`src/rtl/cmd_table_pkg.sv`:
```
// Shared types and helpers for the command-table streamer.
package cmd_table_pkg;

  localparam logic [7:0] TERM_WORD_DEF = 8'h00;

  typedef enum logic [1:0] {
    IDLE,
    FETCH,
    DRAIN
  } state_e;

  // Width needed to hold a word count in 0..max_len.
  function automatic int len_width(input int max_len);
    return $clog2(max_len + 1);
  endfunction

endpackage

```
`src/rtl/cmd_table_rom.sv`:
```
// Single-port synchronous ROM, one cycle read latency; vendor macro in the FPGA flow,
// plain array model elsewhere (contents loaded by the environment).
module cmd_table_rom #(
  parameter int DATA_W    = 8,
  parameter int ADDR_W    = 6,
  parameter     INIT_FILE = "./cmd_parser_cmd_table.mif"
) (
  input  logic              clock,
  input  logic              rden,
  input  logic [ADDR_W-1:0] address,
  output logic [DATA_W-1:0] q
);

`ifdef ALTERA_RESERVED_QIS
  altsyncram #(
    .operation_mode ("ROM"),
    .width_a        (DATA_W),
    .widthad_a      (ADDR_W),
    .numwords_a     (2**ADDR_W),
    .outdata_reg_a  ("UNREGISTERED"),
    .address_aclr_a ("NONE"),
    .init_file      (INIT_FILE),
    .lpm_type       ("altsyncram")
  ) u_altsyncram (
    .clock0    (clock),
    .address_a (address),
    .rden_a    (rden),
    .q_a       (q)
  );
`else
  logic [DATA_W-1:0] mem [2**ADDR_W];
  logic [DATA_W-1:0] q_q;
  logic [DATA_W-1:0] q_d;

  // Output holds its last value when no read is requested, like the macro.
  always_comb begin
    q_d = q_q;
    if (rden) q_d = mem[address];
  end

  always_ff @(posedge clock) q_q <= q_d;

  assign q = q_q;
`endif

endmodule

```
`src/rtl/cmd_table_streamer.sv`:
```
// Streams one terminator-delimited string from the command-table ROM per request,
// with valid/ready backpressure, abort and length/overrun status.
module cmd_table_streamer
  import cmd_table_pkg::*;
#(
  parameter int              DATA_W    = 8,
  parameter int              ADDR_W    = 6,
  parameter                  INIT_FILE = "./cmd_parser_cmd_table.mif",
  parameter logic [DATA_W-1:0] TERM_WORD = DATA_W'(TERM_WORD_DEF),
  parameter int              MAX_LEN   = 16,
  localparam int             LEN_W     = len_width(MAX_LEN)
) (
  input  logic              clock,
  input  logic              reset,
  input  logic              req_valid,
  input  logic [ADDR_W-1:0] req_addr,
  output logic              req_ready,
  input  logic              abort,
  output logic              out_valid,
  output logic [DATA_W-1:0] out_data,
  output logic              out_last,
  input  logic              out_ready,
  output logic              done,
  output logic [LEN_W-1:0]  len,
  output logic              overrun
);

  state_e                       state_q, state_d;
  logic [ADDR_W-1:0]            addr_q, addr_d;
  logic [LEN_W-1:0]             fcnt_q, fcnt_d;
  logic [LEN_W-1:0]             ocnt_q, ocnt_d;
  logic                         inflight_q, inflight_d;
  logic [1:0][DATA_W-1:0]       buf_data_q, buf_data_d;
  logic [1:0]                   buf_last_q, buf_last_d;
  logic [1:0]                   occ_q, occ_d;
  logic                         done_q, done_d;
  logic [LEN_W-1:0]             len_q, len_d;
  logic                         overrun_q, overrun_d;

  logic [DATA_W-1:0]            rom_q;
  logic                         rd_issue;
  logic                         in_last;
  logic                         head_valid;
  logic [DATA_W-1:0]            head_data;
  logic                         head_last;
  logic                         pop;
  logic                         push;

  cmd_table_rom #(
    .DATA_W    (DATA_W),
    .ADDR_W    (ADDR_W),
    .INIT_FILE (INIT_FILE)
  ) u_rom (
    .clock   (clock),
    .rden    (rd_issue),
    .address (addr_q),
    .q       (rom_q)
  );

  // fcnt_q equals the 1-based index of the word currently on the ROM output.
  assign in_last = (rom_q == TERM_WORD) || (fcnt_q == LEN_W'(MAX_LEN));

  // An empty buffer lets the returning ROM word through as the head directly.
  always_comb begin
    head_valid = (occ_q != 2'd0) || inflight_q;
    head_data  = '0;
    head_last  = 1'b0;
    if (occ_q != 2'd0) begin
      head_data = buf_data_q[0];
      head_last = buf_last_q[0];
    end else if (inflight_q) begin
      head_data = rom_q;
      head_last = in_last;
    end
  end

  assign pop  = head_valid && out_ready;
  assign push = inflight_q && !((occ_q == 2'd0) && out_ready);

  // Stop fetching the moment the final word shows up on the ROM output.
  assign rd_issue = (state_q == FETCH) && !abort &&
                    ((occ_q + {1'b0, inflight_q}) < 2'd2) &&
                    !(inflight_q && in_last);

  always_comb begin
    buf_data_d = buf_data_q;
    buf_last_d = buf_last_q;
    occ_d      = occ_q;
    if (pop && (occ_q != 2'd0)) begin
      buf_data_d[0] = buf_data_q[1];
      buf_last_d[0] = buf_last_q[1];
      occ_d         = occ_q - 2'd1;
    end
    if (push) begin
      buf_data_d[occ_d[0]] = rom_q;
      buf_last_d[occ_d[0]] = in_last;
      occ_d                = occ_d + 2'd1;
    end
    if (abort) occ_d = 2'd0;
  end

  always_comb begin
    state_d    = state_q;
    addr_d     = addr_q;
    fcnt_d     = fcnt_q;
    ocnt_d     = ocnt_q;
    inflight_d = rd_issue;
    done_d     = 1'b0;
    len_d      = len_q;
    overrun_d  = overrun_q;

    case (state_q)
      IDLE: begin
        if (req_valid) begin
          state_d = FETCH;
          addr_d  = req_addr;
          fcnt_d  = '0;
          ocnt_d  = '0;
        end
      end
      FETCH: if (inflight_q && in_last) state_d = DRAIN;
      DRAIN: ;
      default: state_d = IDLE;
    endcase

    if (rd_issue) begin
      addr_d = addr_q + ADDR_W'(1);
      fcnt_d = fcnt_q + LEN_W'(1);
    end
    if (pop) ocnt_d = ocnt_q + LEN_W'(1);

    // The last word may leave straight from the ROM output while still in FETCH.
    if (pop && head_last) begin
      state_d   = IDLE;
      done_d    = 1'b1;
      len_d     = ocnt_q + LEN_W'(1);
      overrun_d = (head_data != TERM_WORD);
    end

    if (abort) begin
      state_d    = IDLE;
      inflight_d = 1'b0;
      done_d     = 1'b0;
      len_d      = len_q;
      overrun_d  = overrun_q;
    end
  end

  always_ff @(posedge clock) begin
    if (reset) begin
      state_q    <= IDLE;
      addr_q     <= '0;
      fcnt_q     <= '0;
      ocnt_q     <= '0;
      inflight_q <= 1'b0;
      buf_data_q <= '0;
      buf_last_q <= '0;
      occ_q      <= '0;
      done_q     <= 1'b0;
      len_q      <= '0;
      overrun_q  <= 1'b0;
    end else begin
      state_q    <= state_d;
      addr_q     <= addr_d;
      fcnt_q     <= fcnt_d;
      ocnt_q     <= ocnt_d;
      inflight_q <= inflight_d;
      buf_data_q <= buf_data_d;
      buf_last_q <= buf_last_d;
      occ_q      <= occ_d;
      done_q     <= done_d;
      len_q      <= len_d;
      overrun_q  <= overrun_d;
    end
  end

  assign req_ready = (state_q == IDLE);
  assign out_valid = head_valid;
  assign out_data  = head_data;
  assign out_last  = head_last;
  assign done      = done_q;
  assign len       = len_q;
  assign overrun   = overrun_q;

endmodule

```
`config.mk`:
```
export PLATFORM = sky130hd
export DESIGN_NAME = cmd_table_streamer
export DESIGN_NICKNAME = d
export VERILOG_FILES = /design/src/rtl/cmd_table_pkg.sv /design/src/rtl/cmd_table_rom.sv /design/src/rtl/cmd_table_streamer.sv
export SDC_FILE = /design/constraint.sdc
export NUM_CORES = 1
export LEC_CHECK = 0
export CORE_UTILIZATION = 53
export CTS_CLUSTER_DIAMETER = 40
export CTS_CLUSTER_SIZE = 10
export DETAILED_ROUTE_END_ITERATION = 10
export HOLD_SLACK_MARGIN = 0.05
export PLACE_DENSITY = 0.95
export SYNTH_ARGS = -nofsm -noshare
export SYNTH_HDL_FRONTEND = slang
export SYNTH_SLANG_ARGS = --single-unit
```
`constraint.sdc`:
```
create_clock -name clock -period 3.9 [get_ports clock]
set_input_delay 0.39 -clock clock [delete_from_list [all_inputs] [get_ports clock]]
set_output_delay 0.39 -clock clock [all_outputs]
set_load 0.05 [all_outputs]
```
-- Yosys cells after proc, flatten, opt, wreduce, memory -nomap -nowiden
Index checks and enable logic that the tools add are counted.
- input bits: 11
- output and inout bits: 18
- logic and storage cells: 82
- register bits: 48
- multiplexer cells: 24
- bitwise gates (word level): 2
- add/sub/neg operators: 5
- magnitude comparators: 3
- reduce and logical (&&, ||, !) cells: 30
- eq/ne operators: 5
- operators by type and width (operator ; count):
    2-to-1 mux 8 bit ; 5
    2-to-1 mux 5 bit ; 4
    bitwise mux 16 bit ; 1
    adder 5 x 1 -> 5 bit (second input constant) ; 2
    logical AND 1 bit ; 10
    nonzero test 2 bit ; 5
    demux 8 bit (select 1 bit) ; 1
    logical NOT 8 bit ; 1
    2-to-1 mux 2 bit ; 4
    nonzero test 8 bit ; 1
    2-to-1 mux 1 bit ; 6
    one-hot mux 2 bit (3 select lines) ; 1
    AND reduction 2 bit ; 3
    equality test 5 bit (second input constant) ; 1
    logical NOT 2 bit ; 2
    logical NOT 1 bit ; 3
    AND reduction 3 bit ; 1
    OR reduction 3 bit ; 1
    adder 2 x 1 -> 2 bit ; 1
    adder 2 x 1 -> 2 bit (second input constant) ; 1
    bitwise mux 2 bit ; 1
    equality test 2 x 1 -> 1 bit (second input constant) ; 1
    equality test 2 bit (second input constant) ; 1
    logical OR 1 bit ; 2
    9 further kinds ; 10

-- Logic depth before layout (Yosys ltp)
- depth in word-level cells: 11
- gate-level depth with buffers: 6

-- By module
Synthesis repeated with hierarchy kept, for this count alone.
- cells, all modules: 295
- area total of the unflattened synthesis: 2404.8 sq um
- by module, submodules not included (module ; seq. area each (sq um) ; times used ; area each (sq um) ; cells an instance):
    cmd_table_streamer ; 920.9 ; 1 ; 2341.0 ; 286
    cmd_table_rom ; 0.0 ; 1 ; 63.8 ; 9

-- Worst setup path after synthesis
Ideal clock, no wire load.
- kind: register to output
- start: reg occ_q[0]
- end: out out_data[0]
- stages on the path, launching flop included: 5
- required time: 3510 ps
- buffers on the path: 1
- data arrival time: 1703 ps
- path slack: 1807 ps
- cell sequence: dfxtp_1 -> inv_1 -> ha_1 -> clkbuf_1 -> nor2b_1
- cells in the longest elaborated chain, start to end: 2
- ends and longest elaborated chain (element ; line ; RTL):
    start, declared ; cmd_table_streamer.sv:35 ; logic [1:0] occ_q, occ_d;
    start signal, assigned ; cmd_table_streamer.sv:158 ; occ_q <= '0;
    start signal, assigned ; cmd_table_streamer.sv:170 ; occ_q <= occ_d;
    nonzero test 2 bit ; cmd_table_streamer.sv:68 ; if (occ_q != 2'd0) begin
    2-to-1 mux 8 bit ; cmd_table_streamer.sv:68 ;
    end, declared ; cmd_table_streamer.sv:20 ; output logic [DATA_W-1:0] out_data,
Every way passes these cells.

-- Final worst setup path
- start: reg occ_q[0]
- end: out out_last
- cells in the longest elaborated chain, start to end: 2
- ends and longest elaborated chain (element ; line ; RTL):
    nonzero test 2 bit ; cmd_table_streamer.sv:68 ;
    2-to-1 mux 1 bit ; cmd_table_streamer.sv:68 ;
    end, declared ; cmd_table_streamer.sv:21 ; output logic out_last,
Every way passes these cells.

==> impl_summary.log <==
[metrics] first drt pass iteration count: 4
[metrics] number of maximum-capacitance constraint violations: 0
[metrics] cell area after placement: 1510 µm²
[metrics] largest driver fanout on the critical path: 17
[metrics] post-detail-place hpwl: 1880 µm
[metrics] layout overhead on the synthesized area: 19.2%
[metrics] effective utilization at floorplan: 0.570
[metrics] Internal Dissipation: 0.335 mW
[metrics] Relative slew margins: 0.531
[metrics] number of sinks on the clock net: 27
[metrics] number of vias per cell: between 5 and 6
[metrics] sequential cell area fraction in the yosys report: 0.420
[metrics] cell area after technology mapping: approximately 1300 µm²
[metrics] Vias: 1079
[metrics] cell area power density: 291 nW/µm²
[metrics] total DRC errors in the routed layout: 0
[metrics] setup repair after global routing missed its margin: false
[metrics] Worst-Skew Late Latency: 0.32 ns
[metrics] warnings from Yosys: 0
[metrics] number of DRC violations after detailed-routing iteration 0: 33
[metrics] worst-case clock buffer depth: 2
[metrics] Max Slew Vio Count: 0
[metrics] Detail Route Antenna Nets: 0
[metrics] CTS tree: built
[metrics] transition time of the tightest slew-check pin: 0.702 ns
[metrics] pin count of the biggest net entering global routing: 21
[metrics] nature of the critical path startpoint: register
[metrics] share of post-route cells with drive strength above 1: 0.0955
[metrics] mean instance size in the synthesized netlist: 9.39 µm²
[metrics] Comb power frac: 0.100
[metrics] initial antenna violation count: 0
[metrics] share of the core filled with cells in the final layout: 0.680
[metrics] Tcrit/Tclk final: 0.831
[metrics] I/O pin count: 29
[metrics] DP Worst Slack: 1.07 ns
[metrics] gr ovfl total: 0
[metrics] Crit path required time: 3.51 ns
[metrics] synthesized netlist net count: 150
[metrics] critical path type: reg -> out
[metrics] share of async-settable or async-resettable flops after synthesis: 0
[metrics] number of hold violations in the final report: 0
[metrics] post-route design area: 1530 µm²
[metrics] proportion of power drawn by the clock network: 0.272
[metrics] Crit. Startpoint: occ_q[0]
[metrics] Post-CTS Repair Setup Buffers: 0
[metrics] clock buffers created by TritonCTS: 3
[metrics] Hold Path Origin: buf_last_q[1]
[metrics] total global routing track utilization: 0.207
[metrics] flop and latch count out of synthesis: 27
[metrics] placement row count: 17
[metrics] switching power share of the total: 0.250
[metrics] Die W: about 51 µm
[metrics] post-route setup TNS: 0 ns
[metrics] number of resized instances in the post-cts repair step: 0
[metrics] post-CTS clock slew at the launch and capture registers of the worst setup and hold paths: 0.14 ns
[metrics] depth of the CTS H-tree: 1
[metrics] top cells by area in the synthesized netlist: dfxtp_1 42%, nor2b_1 5.4%, a21oi_1 5.1%
[metrics] tightest hold margin: about 0.47 ns
[metrics] drt wl/cell: between 10 and 15 µm
[metrics] cell type with the largest total area after synthesis: dfxtp_1
[metrics] category of the worst setup path capture point: primary output
[metrics] net switching power: around 0.11 mW
[metrics] Post-synth EDFFs: 0
[metrics] maximum vdd drop: 0.222 mV
[metrics] overall power of the completed layout: approximately 0.45 mW
[metrics] worst endpoint data arrival time: roughly 2.9 ns
[metrics] total number of nets in the final design: 171
[metrics] Total Die Area: 2630 µm²
[metrics] maximum frequency from static timing analysis: 309 MHz
[metrics] largest clock skew in the final design: 0.00183 ns
[metrics] wire length of the first global-routing pass: 4140 µm
[metrics] number of hold-repair buffers added at the cts stage: 0
[metrics] Routed Wire Length: around 2600 µm
[metrics] power share of the sequential group: 0.628
[metrics] number of setup violations in the final report: 0
[metrics] leakage: about 0.5 nW
[metrics] gpl congestion: 0.737
[metrics] count of cell types in the netlist: 40
[metrics] Min Clock Period, post-route: 3.24 ns
[metrics] most instantiated flip-flop cell in the synthesis netlist: dfxtp_1
[metrics] run status: finished, final reports clean
[metrics] final setup slack of the worst path: about 0.66 ns
[metrics] top cell type's share of synthesized area: 0.420
[metrics] n_diodes: 0
[metrics] final standard cell count with taps included and fillers excluded: 185
[metrics] synthesized instance count: 137
[metrics] number of global-route vias before repair: between 900 and 1000
[metrics] placeable core area: 2250 µm²
[metrics] clock tree root driver cell: clkbuf_4
[metrics] y dimension of the die: 51.3 µm
[metrics] startpoint of the worst register-to-register path: occ_q[0]
[metrics] Tightest Hold Check Type: reg -> reg
[metrics] number of placed instances, taps included: between 150 and 200
[metrics] Port Buffers: 22
[state kept, by name, summed over array words and instances (netlist names)]
| register | count |
|---|---|
| ocnt_q | 5 |
| occ_q | 2 |
| state_q | 2 |
| overrun | 1 |
| len | 5 |
| done | 1 |
| inflight_q | 1 |
| buf_last_q | 2 |
| buf_data_q | 8 |
[Yosys cell counts (all sizes together) (4+ instances only)]
master,number
inv,7
a211oi,4
nand2b,6
o21ai,4
or3,5
dfxtp,27
a21oi,13
nor2b,12
and2,8
nand3,4
nor3,4
[worst max-delay path, cell delays in order (launching register included)]
cell and delay, ns:
dfxtp_1 0.39, inv_1 0.19, ha_1 0.55, mux2i_1 0.48, inv_2 0.17, clkdlybuf4s50_1 0.74
[worst paths after layout]
check / to / slack, ns / cells after the start
worst min-delay path: buf_last_q[1] / 0.47 / 2
worst max register to register: len[3] / 1.74 / 6
worst min register to register: buf_last_q[1] / 0.47 / 2
worst max-delay path: out_last / 0.66 / 5
[cells by family after synthesis]
logic type,after synthesis,synth area share
muxes,2,0.0156
xor gates and xnor gates,3,0.0204
buffers and inverters,13,0.0477
and+or+nand+nor,55,0.280
DFF,27,0.420
adders and majority gates,2,0.0195
AOI/OAI and AO/OA,35,0.196
[layer usage]
metal	routed length, µm	up-vias	part of all wire	global-route usage
li1	-	536	-	-
met1	1130	506	0.44	0.256
met2	1290	37	0.51	0.371
met3	127	0	0.050	0.0298
met4	0	0	0	0.0586
met5	0	-	0	0
[area by class of cell]
cell class	instances	area, µm²
Fill cell	181	722
Multi-Input combinational cell	97	684
Sequential cell	27	541
Timing Repair Buffer	22	220
Tap cell	28	35.0
Clock buffer	4	26.3
Inverter	7	26.3
[cells in the final DEF, fill, tap and decap left out, types with 2 or more instances in the layout]
cell / count
a211oi_1: 3
a21oi_1: 13
a221oi_2: 2
a311oi_1: 3
a31oi_1: 2
and2_1: 8
clkbuf_4: 3
clkdlybuf4s50_1: 22
dfxtp_1: 27
ha_1: 2
inv_1: 5
inv_2: 2
mux2i_1: 2
nand2b_1: 6
nand3_1: 4
nand3b_1: 3
nor2_1: 2
nor2b_1: 11
nor3_1: 4
nor3b_1: 2
nor4_1: 2
o211ai_1: 3
o21ai_0: 3
or2_2: 2
or3_1: 5
xnor2_1: 3
[power groups by stage]
stage	Clock [mW]	Combinational [mW]	Sequential (mW)
2_1_floorplan	0	0.0323	0.287
3_3_place_gp	0	0.0427	0.286
3_5_place_dp	0	0.0442	0.286
4_1_cts	0.121	0.0445	0.280
5_1_grt	0.131	0.0484	0.281
6_report	0.121	0.0449	0.280
(Power assumes the default switching activity.)
